$ cat src/rtl/sram_rect_fill.sv
// sram_rect_fill
//   Write-side initiator for the framebuffer SRAM. It accepts a rectangle
//   command, clips it to the image, and issues one SRAM write per granted
//   cycle in row-major order.
// Ports
//   clk, reset     : posedge clock, synchronous active-high reset
//   start          : command strobe, sampled only while idle
//   x0, y0, w, h   : rectangle origin and size in pixels
//   colour         : fill value
//   grant          : SRAM port available this cycle
//   busy           : command in progress (SETUP, FILL, DONE)
//   done           : one-cycle completion pulse
//   sram_addr      : registered write address
//   sram_write     : write enable, FILL and grant
//   sram_data      : registered write data
module sram_rect_fill #(
  parameter int ADDR_WIDTH  = 14,
  parameter int DATA_WIDTH  = 12,
  parameter int IMG_W       = 300,
  parameter int IMG_H       = 54,
  parameter int COORD_WIDTH = 9
) (
  input  logic                   clk,
  input  logic                   reset,
  input  logic                   start,
  input  logic [COORD_WIDTH-1:0] x0,
  input  logic [COORD_WIDTH-1:0] y0,
  input  logic [COORD_WIDTH-1:0] w,
  input  logic [COORD_WIDTH-1:0] h,
  input  logic [DATA_WIDTH-1:0]  colour,
  input  logic                   grant,
  output logic                   busy,
  output logic                   done,
  output logic [ADDR_WIDTH-1:0]  sram_addr,
  output logic                   sram_write,
  output logic [DATA_WIDTH-1:0]  sram_data
);

  localparam int XW = COORD_WIDTH + 1;
  localparam logic [XW-1:0]         IMG_W_X = XW'(IMG_W);
  localparam logic [XW-1:0]         IMG_H_X = XW'(IMG_H);
  localparam logic [ADDR_WIDTH-1:0] IMG_W_A = ADDR_WIDTH'(IMG_W);

  typedef enum logic [1:0] {IDLE, SETUP, FILL, DONE} state_t;

  state_t state, state_next;

  logic [COORD_WIDTH-1:0] x0_q, y0_q, w_q, h_q;
  logic [DATA_WIDTH-1:0]  colour_q;
  logic [XW-1:0]          x_end, y_end, x, y;
  logic [ADDR_WIDTH-1:0]  row_base;

  logic [XW-1:0]          x_sum, y_sum, x_end_c, y_end_c;
  logic [ADDR_WIDTH-1:0]  row_base_c;
  logic                   empty, x_last, y_last;

  always_comb begin
    x_sum   = {1'b0, x0_q} + {1'b0, w_q};
    y_sum   = {1'b0, y0_q} + {1'b0, h_q};
    x_end_c = (x_sum > IMG_W_X) ? IMG_W_X : x_sum;
    y_end_c = (y_sum > IMG_H_X) ? IMG_H_X : y_sum;
    // Product may truncate for y0 beyond the image, but such commands are
    // empty and never use row_base.
    row_base_c = ADDR_WIDTH'(y0_q) * IMG_W_A;
    empty   = (w_q == '0) || (h_q == '0) ||
              ({1'b0, x0_q} >= IMG_W_X) || ({1'b0, y0_q} >= IMG_H_X);
    x_last  = (x == x_end - XW'(1));
    y_last  = (y == y_end - XW'(1));
  end

  // State register
  always_ff @(posedge clk) begin
    if (reset) state <= IDLE;
    else       state <= state_next;
  end

  // Next-state logic
  always_comb begin
    state_next = state;
    case (state)
      IDLE:    if (start) state_next = SETUP;
      SETUP:   state_next = empty ? DONE : FILL;
      FILL:    if (grant && x_last && y_last) state_next = DONE;
      DONE:    state_next = IDLE;
      default: state_next = IDLE;
    endcase
  end

  // Outputs decoded from state
  always_comb begin
    busy       = (state != IDLE);
    done       = (state == DONE);
    sram_write = (state == FILL) && grant;
  end

  // Datapath
  always_ff @(posedge clk) begin
    if (reset) begin
      x0_q      <= '0;
      y0_q      <= '0;
      w_q       <= '0;
      h_q       <= '0;
      colour_q  <= '0;
      x_end     <= '0;
      y_end     <= '0;
      x         <= '0;
      y         <= '0;
      row_base  <= '0;
      sram_addr <= '0;
      sram_data <= '0;
    end else begin
      case (state)
        IDLE: begin
          if (start) begin
            x0_q     <= x0;
            y0_q     <= y0;
            w_q      <= w;
            h_q      <= h;
            colour_q <= colour;
          end
        end
        SETUP: begin
          x_end     <= x_end_c;
          y_end     <= y_end_c;
          row_base  <= row_base_c;
          x         <= {1'b0, x0_q};
          y         <= {1'b0, y0_q};
          sram_data <= colour_q;
          if (!empty) sram_addr <= row_base_c + ADDR_WIDTH'(x0_q);
        end
        FILL: begin
          if (grant) begin
            // The final pixel leaves address/row untouched so the address
            // never steps past the last row.
            if (x_last && !y_last) begin
              x         <= {1'b0, x0_q};
              y         <= y + XW'(1);
              row_base  <= row_base + IMG_W_A;
              sram_addr <= row_base + IMG_W_A + ADDR_WIDTH'(x0_q);
            end else if (!x_last) begin
              x         <= x + XW'(1);
              sram_addr <= sram_addr + ADDR_WIDTH'(1);
            end
          end
        end
        default: ;
      endcase
    end
  end

endmodule
$ cat config.mk
export PLATFORM = sky130hd
export DESIGN_NAME = sram_rect_fill
export DESIGN_NICKNAME = d
export VERILOG_FILES = /design/src/rtl/sram_rect_fill.sv
export SDC_FILE = /design/constraint.sdc
export NUM_CORES = 1
export LEC_CHECK = 0
export ABC_AREA = 1
export CORE_MARGIN = 1
export CORE_UTILIZATION = 55
export DETAILED_ROUTE_END_ITERATION = 16
export GPL_ROUTABILITY_DRIVEN = 0
export PLACE_DENSITY = 0.76
export SLEW_MARGIN = 20
export SYNTH_ARGS = -nofsm -noshare
export SYNTH_HDL_FRONTEND = slang
export SYNTH_SLANG_ARGS = --single-unit
$ cat constraint.sdc
create_clock -name clk -period 5.4 [get_ports clk]
set_input_delay 0.54 -clock clk [delete_from_list [all_inputs] [get_ports clk]]
set_output_delay 0.54 -clock clk [all_outputs]
set_load 0.05 [all_outputs]
==> results of run 1 <==
[path summary, 6_finish.rpt]
check | from | end | slack [ns] | depth (start not counted)
setup / recovery | y0_q[5]$_SDFFE_PP0P_ | sram_addr[13]$_SDFFE_PP0P_ | 1.25 | 22
setup reg to reg | y0_q[5]$_SDFFE_PP0P_ | sram_addr[13]$_SDFFE_PP0P_ | 1.25 | 22
hold reg to reg | y_end[9]$_SDFFE_PP0P_ | y_end[9]$_SDFFE_PP0P_ | 0.46 | 2
hold / removal | y_end[9]$_SDFFE_PP0P_ | y_end[9]$_SDFFE_PP0P_ | 0.46 | 2
[registers in the layout, summed over array words and instances, names as in the netlist]
| signal | flops |
|---|---|
| sram_addr | 14 |
| colour_q | 12 |
| row_base | 12 |
| sram_data | 12 |
| x | 10 |
| x_end | 10 |
| y | 10 |
| y_end | 10 |
| h_q | 9 |
| w_q | 9 |
| x0_q | 9 |
| y0_q | 9 |
| state | 2 |
[final cells by class]
class / count / area (sq um) / area share (%)
multi-input cells: 1092 / 6000 / 54.9
flip-flops and latches: 128 / 2560 / 23.5
repair buffers: 88 / 873 / 7.99
inverters: 178 / 668 / 6.12
clock buffers: 17 / 425 / 3.89
well taps: 220 / 275 / 2.52
clock inverters: 15 / 121 / 1.11
[worst max-delay path, cell delays in order (launching register included)]
cell     delay, ns
dfxtp_1       0.52
ha_1          0.31
ha_1          0.27
ha_1          0.28
inv_1         0.06
fa_1          0.50
inv_1         0.05
ha_1          0.32
inv_1         0.09
xor2_1        0.18
inv_1         0.06
ha_1          0.34
nand2_1       0.08
nor3_1        0.14
a21oi_1       0.11
inv_1         0.06
nand2_1       0.07
nor2_1        0.19
nand3_1       0.10
nand3_1       0.10
nand2_1       0.06
nor2_1        0.09
nor2_1        0.06
[layer usage]
layer,vias up,global-route usage [%],part of all wire (%)
li1,4798,-,-
met1,4161,40.0,46
met2,288,47.3,44
met3,44,6.51,7.5
met4,0,9.83,2.6
met5,-,0,0
[cells in the final DEF (no fill, tap or decap), types with 16 or more instances in the layout]
cell type / n
o21ai_0: 112
a21oi_1: 91
xor2_1: 58
nand2_1: 285
clkdlybuf4s50_1: 80
ha_1: 73
nor2_1: 230
nor3_1: 16
nand4_1: 17
inv_1: 170
nand3_1: 117
clkbuf_16: 17
dfxtp_1: 128
[per-stage QoR]
step	instance area (sq um)	util, %	worst slack (ns)
after floorplan	9430	-	1.65
after global placement	10400	62.4	1.45
after detailed placement	10400	62.4	1.28
after CTS	10900	65.6	1.26
after global routing	10900	65.6	0.915
final	10900	65.6	1.25
[power by group through the flow]
stage	registers [mW]	clock network [mW]	logic (mW)
finish	1.59	1.09	4.51
global route	1.63	1.13	5.13
CTS	1.58	1.09	4.47
detailed placement	1.60	0	4.44
global placement	1.59	0	4.36
floorplan	1.70	0	3.27
[logic make-up (layout without fill, tap and decap cells)]
logic type                 count (synthesis)  after routing  share of synthesized area, %
xor gates and xnor gates                  72             72                          6.69
and+or+nand+nor                          696            696                          31.4
buffers and inverters                    222            298                          9.24
AOI/OAI and AO/OA                        238            238                          13.2
DFF                                      128            128                          27.2
adders and majority gates                 86             86                          12.4
==> out/qor.yml, run 1 <==
routing:
  drt.antenna.violating_nets: 0
  wl_per_cell_um: 14.5
  vias: 9291
  routed_via_density: 5.35
  dr.pass1.iters: 5
  drc: 0
  drtIter0Drc: 685
  wl_mm: 25.3
critical_path:
  cp_data_required_time_ns: 5.73
  worstSetupPathType: "reg -> reg"
  crit_path_start_kind: "flip-flop"
  worst_ep_arrival_time_ns: 4.48
  critPathMaxFanout: 8
  worstSetupEndpointType: "flip-flop"
sta:
  final_max_slew_viol_count: 0
  tightestPinTransition_ns: 0.935
  hold_viol: 0
  finalCriticalPeriod_ns: 4.15
  finClkSkew_ns: 0.0116
  grt_setup_unrepaired: "no"
  fin_crit_sh_pct: 76.8
  slew_headroom_pct: 37.6
  fin_hold_ws_ns: 0.456
  setup_viol: 0
  tns_ns: 0
  max_freq_mhz: 241
global_routing:
  grt_pass1_wl_mm: 41.9
  grt_pass1_vias: 8466
  grt_use_total_pct: 29.8
  antenna_found_initial: 0
  grt_start_max_net_pins: 66
  grt_overflow: 0
synthesis:
  yosys-top-cells-count: "nand2_1, nor2_1, inv_1, dfxtp_1, nand3_1"
  ys_ff_latch: 128
  ys_types: 43
  ys.flop_type: "dfxtp_1"
  synthCells: 1442
  yosysMostFrequentCell: "nand2_1"
  synth-async-reset-ratio_pct: 0
  ys.warnings.count: 0
  synth_area_leaders: "dfxtp_1, nand2_1, ha_1"
  synthesis.nets: 1580
  synth_area_per_cell_sq_um: 6.54
  yosys.area.top_type_share_pct: 27.2
  yosysTopAreaCell: "dfxtp_1"
  synth_area_sq_um: 9430
  synth_edf_count: 0
  synth_seq_area_share_pct: 27.2
power:
  seq_power_share_pct: 22.1
  ir_drop_mv: 0.328
  power_leakage_nw: 5.15
  p_per_area_nw_per_um2: 659
  power_frac_comb_pct: 62.7
  power.share.clock_pct: 15.1
  finalPower_mw: 7.19
  swShare_pct: 52.6
  p_int_mw: 3.41
  p_switching_mw: 3.79
clocking:
  post-cts-setup-buffer-count: 0
  clock_latency_ns: 0.44
  cts_inserted_buffers: 17
  cts_resized: 0
  clock_path_buffers: 2
  htreeDepth: 4
  clk_pin_slew_ns: 0.06
  cts_root_buf: "clkbuf_16"
  cts_hold_buf: 0
  cts_tree: "yes"
  clock_sinks: 128
cells_and_area:
  layout-drive-gt1-share_pct: 4.48
  n_antenna_cell: 0
  syn_to_final_growth_pct: 15.9
  layout.nets: 1643
  nFillCells: 1570
  fin_cells: 1738
floorplanning:
  die_y_um: 133
  die_w_um: 133
  design.die.area_sq_um: 17700
  boundaryPins: 81
  std_cell_rows: 47
  initial_core_util_pct: 56.6
  core_area_sq_um: 16600
run:
  maxCapViolCount: 0
status:
  status: "completed"
placement:
  port_buffers: 80
  dp.cells: 1706
  dpl.hpwl_mm: 18.9
worst_hold_path:
  hold_class: "reg -> reg"
(Power assumes the default switching activity.)
==> run 2: changes to the inputs <==
==> constraint.sdc (replaced) <==
create_clock -name clk -period 4 [get_ports clk]
set_input_delay 0.4 -clock clk [delete_from_list [all_inputs] [get_ports clk]]
set_output_delay 0.4 -clock clk [all_outputs]
set_load 0.05 [all_outputs]
==> out/qor.yml, run 2 (same netlist as run 1, synthesis figures left out) <==
placement:
  dp.cells: 1713  # +0.41%
  dpl_worst_slack_ns: 0.0796  # -1.20 ns
  port_buffers: 80  # unchanged
  dpl.hpwl_mm: 19.3  # +1.9%
routing:
  drt.antenna.violating_nets: 0  # unchanged
  wl_mm: 26.0  # +3.0%
  drc: 0  # unchanged
  routed_via_density: 5.39  # +0.79%
  drtIter0Drc: 600  # -12%
  dr.pass1.iters: 5  # unchanged
  vias: 9402  # +1.2%
  wl_per_cell_um: 14.9  # +2.5%
power:
  finalPower_mw: 10.1  # +40%
  ir_drop_mv: 0.476  # +45%
  power_leakage_nw: 5.20  # +1.0%
  p_per_area_nw_per_um2: 910  # +38%
status:
  status: "completed"
global_routing:
  grt_overflow: 0  # unchanged
  grt_start_max_net_pins: 66  # unchanged
  grt_use_total_pct: 30.5  # +0.70 points
  grt_pass1_vias: 8739  # +3.2%
  grt_pass1_wl_mm: 43.0  # +2.5%
  antenna_found_initial: 0  # unchanged
critical_path:
  worstSetupEndpointType: "flip-flop"
  crit_path_start_kind: "flip-flop"
  reg2reg_from: "y0_q[3]$_SDFFE_PP0P_"
  cp_data_required_time_ns: 4.32  # -1.41 ns
  critPathMaxFanout: 7  # -1
  reg2regPathDepth: 21  # -4.5%
  timing.rr.end: "sram_addr[13]$_SDFFE_PP0P_"
  worstSetupPathType: "reg -> reg"
  r2r_setup_slack_ns: 0.25  # -1.00 ns
  worst_ep_arrival_time_ns: 4.07  # -0.41 ns
sta:
  tns_ns: 0  # unchanged
  setup_viol: 0  # unchanged
  fin_ws_ns: 0.253  # -0.999 ns
  fin_crit_sh_pct: 93.7  # +17 points
  slew_headroom_pct: 33.3  # -4.4 points
  finalCriticalPeriod_ns: 3.75  # -0.401 ns
  hold_viol: 0  # unchanged
  max_freq_mhz: 267  # +11%
  grt_setup_unrepaired: "no"
  final_max_slew_viol_count: 0  # unchanged
  tightestPinTransition_ns: 1.00  # +0.0664 ns
  finClkSkew_ns: 0.00823  # -0.00337 ns
clocking:
  clock_sinks: 128  # unchanged
  clock_path_buffers: 2  # unchanged
  cts_root_buf: "clkbuf_16"
  cts_tree: "yes"
  htreeDepth: 4  # unchanged
  clk_pin_slew_ns: 0.06  # about the same
  cts_hold_buf: 0  # unchanged
  cts_inserted_buffers: 17  # unchanged
  clock_latency_ns: 0.43  # about the same
worst_hold_path:
  hold_class: "reg -> reg"
  min_path_cells: 2  # unchanged
  min_from: "y_end[9]$_SDFFE_PP0P_"
  whs_endpoint: "y_end[9]$_SDFFE_PP0P_"
cells_and_area:
  largest_reg_flops: 14  # unchanged
  nFillCells: 1505  # -4.1%
  regMostFlops: "sram_addr"
  post-route-util_pct: 66.5  # +0.89 points
  layout-drive-gt1-share_pct: 5.51  # +1.0 points
  mostFrequentLayoutCell: "nand2_1"
  layout.nets: 1650  # +0.43%
  fin_cells: 1745  # +0.40%
  n_antenna_cell: 0  # unchanged
  syn_to_final_growth_pct: 17.5
  mostFrequentLayoutCells: "nand2_1, nor2_1, inv_1"
run:
  maxCapViolCount: 0  # unchanged
floorplanning:
  boundaryPins: 81  # unchanged
  die_w_um: 133  # unchanged
  die_y_um: 133  # unchanged
  std_cell_rows: 47  # unchanged
  initial_core_util_pct: 56.6  # unchanged
  design.die.area_sq_um: 17700  # unchanged
  core_area_sq_um: 16600  # unchanged
-- run 2: repair_timing --
item	CTS	global route
endpoints found under the hold margin	0	0
resized for setup	0	14
setup buffers	0	0
setup endpoints to repair	0	4
-- run 2: layout make-up --
type / instances / area [sq um] / share of cell area (%)
flip-flops and latches: 128 / 2570 / 23.2
clock buffers: 19 / 443 / 4.00
inverters: 178 / 668 / 6.03
clock inverters: 13 / 153 / 1.38
multi-input cells: 1092 / 6050 / 54.7
repair buffers: 95 / 913 / 8.25
well taps: 220 / 275 / 2.49
-- run 2: worst max path at each step --
stage	from	to	slack, ns	depth (start not counted)
finish	y0_q[3]$_SDFFE_PP0P_	sram_addr[13]$_SDFFE_PP0P_	0.25	21
CTS	y0_q[5]$_SDFFE_PP0P_	sram_addr[13]$_SDFFE_PP0P_	0.07	22
floorplan	y0_q[5]$_SDFFE_PP0P_	sram_addr[13]$_SDFFE_PP0P_	0.25	22
global route	y0_q[3]$_SDFFE_PP0P_	sram_addr[13]$_SDFFE_PP0P_	0.003	21
global placement	y0_q[5]$_SDFFE_PP0P_	sram_addr[13]$_SDFFE_PP0P_	0.18	22
detailed placement	y0_q[5]$_SDFFE_PP0P_	sram_addr[13]$_SDFFE_PP0P_	0.08	22
-- run 2: metrics by stage --
step / instance area (sq um) / hold WS, ns
final: 11100 / 0.458
after global routing: 11100 / 0.484
after CTS: 11000 / 0.453
after detailed placement: 10400 / 0.443
after global placement: 10400 / 0.440
after floorplan: 9430 / 0.431
-- run 2: worst max-delay path: stages, from the launching register on --
cell and delay, ns:
dfxtp_1 0.32, buf_4 0.16, ha_1 0.18, ha_1 0.31, fa_1 0.48, ha_1 0.37
inv_1 0.09, o21ai_2 0.18, xor2_1 0.20, inv_1 0.10, ha_4 0.29, nand2_1 0.08
nor3_2 0.12, a21oi_1 0.10, inv_1 0.05, nand2_1 0.08, nor2_2 0.12, nand3_1 0.09
nand3_1 0.09, nand2_1 0.05, nor2_1 0.10, nor2_1 0.05
-- run 2: power breakdown --
group          internal [mW]  switching, mW
sequential              1.67          0.462
combinational           2.26           4.10
clock                  0.945          0.647
-- run 2: routing by layer --
layer / global-route usage, % / vias to the layer above / part of all wire [%]
met5: 0 / - / 0
met4: 12.0 / 0 / 3.4
met3: 6.32 / 64 / 6.6
met2: 49.1 / 288 / 45
met1: 39.8 / 4244 / 45
li1: - / 4806 / -
==> RTL change 1, RTL diff (flow settings as in run 1) <==
Re-encode `state_t` (4 states) as one-hot, 4 bits wide.
--- a/src/rtl/sram_rect_fill.sv
+++ b/src/rtl/sram_rect_fill.sv
@@ -43,3 +43,3 @@
 
-  typedef enum logic [1:0] {IDLE, SETUP, FILL, DONE} state_t;
+  typedef enum logic [3:0] {IDLE = 4'b0001, SETUP = 4'b0010, FILL = 4'b0100, DONE = 4'b1000} state_t;
 
Function: same outputs for any inputs over 4 cycles, from zero or initial values and one cycle with reset high; so few cycles prove little.
==> RTL change 1 against run 1 <==
Via count decreased by 2.2%. Critical endpoint unchanged. Worst setup slack improved by 0.055 ns. Sequential cell count increased by 2. Synthesized area increased by 0.72%. Global-route usage decreased by 0.78 points. Critical path depth decreased by 1. Die area increased by 0.71%. Wire length decreased by 2.7%. Cell area increased by 0.84%. Synthesized cell count decreased by 0.62%. Non-clock buffer count decreased by 1.
Power is not compared: it rests on default switching activity, and its combinational part moved more than twofold at a synthesized area within 25%.
==> RTL change 1: results (changes against run 1) <==
* Total gr overflow at 0 (unchanged)
* FF-to-FF setup slack at 1.31 ns (+0.06 ns)
* Share of cells above drive strength 1 at 0.0544 (+0.00958)
* Worst Path Max Fanout at 8 (unchanged)
* H-tree depth at 4 (unchanged)
* First-pass GRT wire length at 41100 um (-2.0%)
* CTS sink cnt at 130 (+1.6%)
* Non-clock buffering overhead at 0.0775 (-0.00248)
* Non-clk invs at 191 (+7.3%)
* FF+latch area at 2600 um2 (+1.6%)
* Hold Crit Start: y_end[9]
* Fill cells at 1514 (-3.6%)
* Reg2reg end: sram_addr[13]
* Worst setup path start: y0_q[5]
* Multi-input combinational cell area at 5970 um2 (-0.40%)
* Sequential share of the synthesized area at 0.274 (+0.00228)
* Routed wl met2 at 11500 um (+3.6%)
* Top cells by area, synth: dfxtp_1 (27%), nand2_1 (14%), ha_1 (9.1%)
* Antenna violations before repair at 0 (unchanged)
* Multi-input gates at 1068 (-2.2%)
* Placed cell area at 10400 um2 (+0.46%)
* Run status: complete, no violations
* Min Hold Slack at 0.440 ns (-0.0153 ns)
* P_leak at 5.31 nW
* Top_reg_cell synth: dfxtp_1
* Number of flip-flops in the largest register at 14 (unchanged)
* Worst Tran Pin Value at 1.05 ns (+0.112 ns)
* M3 GR Usage at 0.0453 (-0.0199)
* Largest net degree at the start of global routing at 75 (+14%)
* Initial drt markers at 584 (-15%)
* Vias in the first global route at 8576 (+1.3%)
* Worst hold path class: reg -> reg
* Final wirelength at 24600 um (-2.7%)
* Non-clock buffer count at 87 (-1.1%)
* Hold EP: y_end[9]
* Gr usage total at 0.290 (-0.00777)
* M1 GR Usage at 0.374 (-0.0258)
* Vias/cell at 5.26 (-1.6%)
* Delay-heaviest family, CP: adder cells
* Nets at 1628 (-0.91%)
* Synth async-reset ratio at 0 (unchanged)
* Clock slew at reported path FFs at 0.07 ns
* Ant diodes at 0 (unchanged)
* Hold buffers post-CTS at 0 (unchanged)
* Synth cell count leaders: nand2_1 (347), inv_1 (187), dfxtp_1 (130)
* Clk_skew at 0.0104 ns (-0.00116 ns)
* Setup Buffers After CTS at 0 (unchanged)
* Clk_lat worst skew at 0.44 ns (about the same)
* Met3 Wirelength at 1260 um (-34%)
* Met2 Use GR at 0.497 (+0.0242)
* Unique masters post-synth at 46 (+7.0%)
* Post-DP HPWL at 18300 um (-3.1%)
* Hold Path Cell Cnt at 2 (unchanged)
* Drt pass-1 iters at 5 (unchanged)
* Yosys warning total at 0 (unchanged)
* Cells on worst reg2reg path at 21 (-4.5%)
* Critical Setup Path Class: reg -> reg
* Crit path DAT at 4.47 ns (about the same)
* Wl on met1 at 11400 um (-1.7%)
* Clk cell area share at 0.0535 (+0.00345)
[RTL change 1: power by group through the flow]
stage	combinational, mW	sequential, mW	clock [mW]
6_report	0.901	1.09	1.15
5_1_grt	1.03	1.09	1.20
4_1_cts	0.892	1.09	1.16
3_5_place_dp	0.882	1.11	0
3_3_place_gp	0.867	1.11	0
2_1_floorplan	0.643	1.11	0
[RTL change 1: logic make-up after synthesis]
kind of cell             after synthesis  share of synthesized area
AND/OR/NAND/NOR                      671                      0.305
adder cells (fa/ha/maj)               81                      0.116
AO/OA/AOI/OAI                        239                      0.135
multiplexers                           7                    0.00738
buffers and inverters                235                     0.0974
XOR/XNOR                              70                     0.0646
flip-flops                           130                      0.274
[RTL change 1: stage by stage]
step	util	instances	worst slack [ns]
after floorplan	-	1433	1.67
final	0.660	1728	1.31
after global placement	0.624	1696	1.38
after CTS	0.660	1728	1.28
after detailed placement	0.624	1696	1.31
after global routing	0.660	1728	1.02
==> RTL change 2, RTL diff (settings of run 1) <==
Made on the original files. `COORD_WIDTH`: 9 -> 18.
--- a/src/rtl/sram_rect_fill.sv
+++ b/src/rtl/sram_rect_fill.sv
@@ -20,3 +20,3 @@
   parameter int IMG_H       = 54,
-  parameter int COORD_WIDTH = 9
+  parameter int COORD_WIDTH = 18
 ) (
Interface: changed (resized h, w, x0 and y0); port bits go from 81 to 117. The function was not compared with the original's and may differ.
==> RTL change 2 against run 1 <==
The flow now finishes with violations (DRC). Worst setup slack worse by 0.74 ns. Sequential power grew 53%. Final cell count rose by 57%. Synthesized area grew 58%. Synthesized cell count rose by 60%. Power is 42% higher. Wire length is 70% higher. Cell area increased by 54%. Non-clock buffer count is 36 higher. Via count grew 65%. Sequential cell count grew 72. Critical endpoint unchanged. Largest cell class unchanged. Largest power group unchanged.
==> RTL change 2: results (changes against run 1) <==
* Run status: finished with violations
* Failing checks: DRC
* Largest net degree at the start of global routing at 103 (+56%)
* Fraction of area in multi-input gates at 0.576 (+0.0268)
* Met3 Wirelength at 3120 um (+64%)
* Post-route DRC at 4 (+4)
* Max Freq at 204 MHz (-15%)
* Final instance area at 16800 um2 (+54%)
* Hold EP: row_base[3]
* Clock buffer cells at 18 (+1)
* P_leak at 7.83 nW (+52%)
* Post-DP HPWL at 32000 um (+69%)
* Crit path DAT at 5.24 ns (+0.76 ns)
* Non-clk invs at 230 (+29%)
* Nets at 2585 (+57%)
* Compound-Gate Fraction of Synth Area at 0.127 (-0.00426)
* Synth cell count leaders: nand2_1 (550), nor2_1 (382), inv_1 (227)
* Worst reg2reg startpoint: y0_q[4]
* Fill cells at 2450 (+56%)
* Non-clock buffering overhead at 0.0733 (-0.00663)
* Syn Nets at 2516 (+59%)
* Placed instance count at 2699 (+58%)
* Cells on worst reg2reg path at 25 (+14%)
* Routed wl met2 at 19100 um (+72%)
* Hold Crit Start: row_base[3]
* Unique masters post-synth at 51 (+19%)
* Seq/total area at 0.238 (+0.00339)
* Comb pwr at 6.41 mW (+42%)
* WL/cell at 15.7 um (+8.0%)
* Min Hold Slack at 0.472 ns (+0.0160 ns)
* Drt pass-1 iters at 13 (+8)
* DR vias at 15.3k (+65%)
[RTL change 2: changes by cell type in the layout (fill, tap and decap cells not counted), sizes merged, moves of 48 or more]
cell,delta
nand2,+266
nand3,+48
dfxtp,+72
nor2,+158
inv,+51
o21ai,+72
[RTL change 2: per-layer routing]
metal | vias up | GRT usage
li1 | 7612 | -
met5 | - | 0
met1 | 6992 | 0.403
met3 | 121 | 0.0494
met4 | 0 | 0.138
met2 | 573 | 0.509
[RTL change 2: logic make-up (layout without fill, tap and decap cells)]
| logic type | count (synthesis) | in the layout |
|---|---|---|
| AO/OA/AOI/OAI | 358 | 358 |
| XOR/XNOR | 128 | 128 |
| adder cells (fa/ha/maj) | 114 | 114 |
| buffers and inverters | 304 | 386 |
| flip-flops | 200 | 200 |
| AND/OR/NAND/NOR | 1210 | 1210 |
